==> src/rtl/prim_subreg_pkg.sv <==
// Shared types for the shadowed software register: access modes, phase
// encoding and the multi-bit-bool pattern used by the data merge.
package prim_subreg_pkg;

    typedef enum logic [2:0] {
        SwAccessRW,
        SwAccessWO,
        SwAccessW1C,
        SwAccessW1S,
        SwAccessW0C
    } sw_access_e;

    typedef logic phase_t;
    localparam phase_t PhaseIdle   = 1'b0;
    localparam phase_t PhaseStaged = 1'b1;

    // Multi-bit-bool "true" pattern; "false" is its bitwise inverse.
    localparam logic [31:0] MubiTrue = 32'h5555_5555;

endpackage

==> src/rtl/prim_subreg_arb.sv <==
// Software write-data arbitration: merges wd with the current value
// according to the access mode so both shadow writes compare merged data.
module prim_subreg_arb
    import prim_subreg_pkg::*;
#(
    parameter int unsigned DW       = 32,
    parameter sw_access_e  SwAccess = SwAccessRW,
    parameter bit          Mubi     = 1'b0
) (
    input  logic [DW-1:0] wd,
    input  logic [DW-1:0] q,
    output logic [DW-1:0] wr_data
);

    localparam logic [DW-1:0] MuTrue  = MubiTrue[DW-1:0];
    localparam logic [DW-1:0] MuFalse = ~MuTrue;

    // NOTE: the output is given a default before the case so that no path
    // through the block leaves it unassigned and a latch is never inferred.
    always_comb begin
        wr_data = wd;
        if (Mubi) begin
            // Multi-bit bools act on the whole word, never bit by bit.
            case (SwAccess)
                SwAccessW1C: wr_data = (wd == MuTrue)  ? MuFalse : q;
                SwAccessW1S: wr_data = (wd == MuTrue)  ? MuTrue  : q;
                SwAccessW0C: wr_data = (wd == MuFalse) ? MuFalse : q;
                default:     wr_data = wd;
            endcase
        end else begin
            case (SwAccess)
                SwAccessW1C: wr_data = q & ~wd;
                SwAccessW1S: wr_data = q | wd;
                SwAccessW0C: wr_data = q & wd;
                default:     wr_data = wd;
            endcase
        end
    end

endmodule

==> src/rtl/prim_subreg_shadow.sv <==
// Shadowed register: software must write the same value twice to commit;
// the committed value is mirrored inverted to detect storage corruption.
module prim_subreg_shadow
    import prim_subreg_pkg::*;
#(
    parameter int unsigned     DW       = 32,
    parameter sw_access_e      SwAccess = SwAccessRW,
    parameter logic [DW-1:0]   RESVAL   = '0,
    parameter bit              Mubi     = 1'b0
) (
    input  logic          clk_i,
    input  logic          rst_ni,
    input  logic          re,
    input  logic          we,
    input  logic [DW-1:0] wd,
    input  logic          de,
    input  logic [DW-1:0] d,
    output logic          qe,
    output logic [DW-1:0] q,
    output logic [DW-1:0] qs,
    output logic          phase_o,
    output logic          err_update_o,
    output logic          err_storage_o
);

    phase_t          phase;
    logic [DW-1:0]   staged;
    logic [DW-1:0]   shadow;
    logic [DW-1:0]   wr_data;

    prim_subreg_arb #(
        .DW       (DW),
        .SwAccess (SwAccess),
        .Mubi     (Mubi)
    ) u_arb (
        .wd      (wd),
        .q       (q),
        .wr_data (wr_data)
    );

    // NOTE: every register here updates with <= so all of them sample the
    // pre-edge values of each other, independent of statement order.
    always_ff @(posedge clk_i) begin
        if (!rst_ni) begin
            phase         <= PhaseIdle;
            staged        <= '0;
            q             <= RESVAL;
            shadow        <= ~RESVAL;
            qe            <= 1'b0;
            err_update_o  <= 1'b0;
            err_storage_o <= 1'b0;
        end else begin
            qe           <= 1'b0;
            err_update_o <= 1'b0;
            // Hardware writes win over any software phase in progress.
            if (de) begin
                q      <= d;
                shadow <= ~d;
                qe     <= 1'b1;
                phase  <= PhaseIdle;
            end else if (we) begin
                if (phase == PhaseIdle) begin
                    staged <= wr_data;
                    phase  <= PhaseStaged;
                end else begin
                    phase <= PhaseIdle;
                    if (wr_data == staged) begin
                        q      <= wr_data;
                        shadow <= ~wr_data;
                        qe     <= 1'b1;
                    end else begin
                        err_update_o <= 1'b1;
                    end
                end
            end else if (re) begin
                phase <= PhaseIdle;
            end
            if (q != ~shadow) begin
                err_storage_o <= 1'b1;
            end
        end
    end

    assign qs      = q;
    assign phase_o = phase;

endmodule
==> config.mk <==
export PLATFORM = sky130hd
export DESIGN_NAME = prim_subreg_shadow
export DESIGN_NICKNAME = d
export VERILOG_FILES = /design/src/rtl/prim_subreg_pkg.sv /design/src/rtl/prim_subreg_arb.sv /design/src/rtl/prim_subreg_shadow.sv
export SDC_FILE = /design/constraint.sdc
export NUM_CORES = 1
export LEC_CHECK = 0
export ABC_AREA = 1
export CAP_MARGIN = 40
export CORE_MARGIN = 3
export CORE_UTILIZATION = 40
export DETAILED_ROUTE_END_ITERATION = 6
export HOLD_SLACK_MARGIN = 0.02
export MAX_ROUTING_LAYER = met4
export PLACE_DENSITY = 0.64
export SYNTH_ARGS = -nofsm -noshare
export SYNTH_HDL_FRONTEND = slang
export SYNTH_SLANG_ARGS = --single-unit
==> constraint.sdc <==
create_clock -name clk_i -period 4 [get_ports clk_i]
set_input_delay 0.4 -clock clk_i [delete_from_list [all_inputs] [get_ports clk_i]]
set_output_delay 0.4 -clock clk_i [all_outputs]
set_load 0.005 [all_outputs]
==> flow_metrics.tcl <==
set metrics [dict create \
    max_freq_mhz 375 \
    vdd_drop_max_uv 243 \
    ys_top_cells_by_area "dfxtp_1 39%, nand2_1 10%, nand3_1 9.3%, o21ai_0 6.3%, nor2_1 5.6%" \
    hold_path_class "flip-flop to flip-flop" \
    dpl-instance-area_mm2 0.00633 \
    cts_max_level 3 \
    tns_ps 0 \
    slew_headroom_pct 51.0 \
    worstSetupPathType "input pin to flip-flop" \
    skew_ps 10.6 \
    yosys-top-cells-count "137 x nand2_1, 100 x dfxtp_1, 95 x nand3_1" \
    via_count 4978 \
    r2r_start "staged[27]" \
    min_period_ps 2660 \
    ff_latch_area_mm2 0.00200 \
    ys_async_sr_fraction_pct 0 \
    synth_flop_cell "dfxtp_1" \
    slew_violations 0 \
    ios 137 \
    routed_wl_um 15200 \
    antenna_found_initial 0 \
    viasPerCell 5.07 \
    gp_congestion 0.847 \
    drc 0 \
    leakage_uw 0.00274 \
    dr.pass1.iters 5 \
    die_w_um 119 \
    cts_tree "done" \
    clockBufferDepth 2 \
    met3_length_um 873 \
    crit_path_end "shadow[2]" \
    cp-startpoint "wd[27]" \
    io_buffers 136 \
    cp.required_ps 4190 \
    synth-seq-cells 100 \
    die-area_mm2 0.0142 \
    wl_met1_um 7130 \
    worst_slack_ps 1340 \
    cp-start-kind "input pin" \
    final_area_mm2 0.00661 \
    syn-instance-count 728 \
    postSynthAreaPerCell_um2 7.05 \
    cap_violations 0 \
    rows 40 \
    cts_inserted_buffers 9 \
    grt_max_degree 72 \
    pre_cts_ws_ps 982 \
    top_layer "met4" \
    grt_pass1_vias 4713 \
    ctsResizeCount 0 \
    syn-cell-area_mm2 0.00513 \
    routedWlPerCell_um 15.4 \
    num-nets-final 877 \
    ctsHoldBuffers 0 \
    synthDistinctLibCells 29 \
    start_util_pct 41.8 \
    synth-edff-count 0 \
    cts.sinks 100 \
    synth_area_leader_cell "dfxtp_1" \
    grt-ovfl-total 0 \
    r2r_end "shadow[2]" \
    clk_latency_ps 350 \
    clk_pin_slew_ps 70 \
    power.density_mw_per_mm2 371 \
    post-dp-hpwl_um 10900 \
    post-cts-setup-buffer-count 0 \
    crit_arrival_ps 2860 \
    ant_nets 0 \
    diodes 0 \
    ys_warn_count 0 \
    grt_util_all_layers_pct 21.6 \
    synth_most_common_cell "nand2_1" \
    reg2reg_depth 12 \
    status "complete, no violations" \
    drtIter0Drc 411 \
    cp-end-kind "flip-flop" \
    timing.final.crit_share_pct 66.6 \
    hold_ws_ps 509 \
    multiInputGateArea_mm2 0.00249 \
    crit_fanout 64 \
    wl_met2_um 7000 \
    grt_pass1_wl_um 24100 \
    die_y_um 119 \
    yosysTopAreaCellShare_pct 39.0 \
    area_growth_pct 28.9 \
    rsz0062_at_grt "no" \
    ys_seq_area_share_pct 39.0 \
    finalHoldViolations 0 \
    syn-num-nets 797 \
    setup_viol 0 \
    coreArea_mm2 0.0123 \
    tightest_slew_ps 734 \
    cts_root_buf "clkbuf_16" \
    r2r_setup_slack_ps 1600 \
    drive_gt1_share_pct 8.86 \
    fillCellCount 1154 \
]
-- logic make-up after synthesis --
logic type                after synthesis  share of synthesized area [%]
and+or+nand+nor                       351                           30.2
xor gates and xnor gates               33                           5.63
muxes                                   4                          0.781
AOI/OAI and AO/OA                     111                           11.8
buffers and inverters                 129                           12.6
DFF                                   100                           39.0
-- power by group --
part,total (µW),internal (µW),switching (µW)
clock,842,445,397
combinational,480,250,230
sequential,1130,1070,63.4
total,2450,1760,691
-- metrics by stage --
stage	power (µW)	std cells	utilization (%)
6_report	2450	981	53.9
5_1_grt	2550	981	53.9
4_1_cts	2460	981	53.9
3_5_place_dp	1630	965	51.7
3_3_place_gp	1620	963	51.4
2_1_floorplan	1410	728	-
-- worst max-delay path, stage by stage --
cell and delay, ps:
clkdlybuf4s50_1 550, inv_2 50, nand2_1 60, nand2_1 40
nand2_1 100, nor2_1 60, nand2_1 70, nor2_2 50
nand3_2 60, buf_4 500, nand2_4 540, nand2_1 230
nand3_1 90
-- layout make-up --
class / instances / share of cell area, %
Clock inverter: 4 / 0.473
Inverter: 55 / 3.12
Clock buffer: 12 / 3.73
Timing Repair Buffer: 143 / 21.6
Multi-Input combinational cell: 499 / 37.6
Tap cell: 168 / 3.18
Sequential cell: 100 / 30.3
-- worst min path at each step --
| stage | start | to | cells past startpoint |
|---|---|---|---|
| 2_1_floorplan | shadow[12] | shadow[12] | 2 |
| 3_3_place_gp | shadow[12] | shadow[12] | 2 |
| 3_5_place_dp | shadow[12] | shadow[12] | 2 |
| 4_1_cts | shadow[12] | shadow[12] | 2 |
| 5_1_grt | shadow[6] | shadow[6] | 2 |
| 6_report | shadow[12] | shadow[12] | 2 |
-- cells in the final DEF, fill, tap and decap left out --
| cell | n |
|---|---|
| nand2_1 | 137 |
| clkdlybuf4s50_1 | 135 |
| dfxtp_1 | 100 |
| nand3_1 | 95 |
| nor2_1 | 75 |
| o21ai_0 | 65 |
| inv_1 | 47 |
| a21oi_1 | 32 |
| xnor2_1 | 31 |
| or2_2 | 29 |
| clkbuf_16 | 9 |
| inv_2 | 8 |
| a21oi_2 | 8 |
| buf_4 | 5 |
| mux2i_1 | 4 |
| nor4_1 | 4 |
| nor3_1 | 4 |
| nor2_2 | 3 |
| a221oi_1 | 2 |
| xor2_1 | 2 |
| nand4_1 | 2 |
| inv_6 | 2 |
| clkbuf_1 | 2 |
| nand3_2 | 1 |
| nand2_4 | 1 |
| o21bai_1 | 1 |
| o2111ai_1 | 1 |
| a22o_1 | 1 |
| o22a_1 | 1 |
| clkbuf_8 | 1 |
| clkinv_4 | 1 |
| clkinv_2 | 1 |
| buf_2 | 1 |
| buf_12 | 1 |
| buf_8 | 1 |
-- layer usage --
layer | vias up | GRT usage, %
met5 | - | -
met1 | 2326 | 29.5
met4 | 0 | 3.84
met3 | 12 | 3.94
li1 | 2468 | -
met2 | 172 | 34.1
-- sequential cells by signal, indices dropped and copies added, names as in the netlist --
name,flops
shadow,32
err_update_o,1
staged,32
q,32
qe,1
phase_o,1
err_storage_o,1
Note: power is estimated with default switching activity, not from simulation.
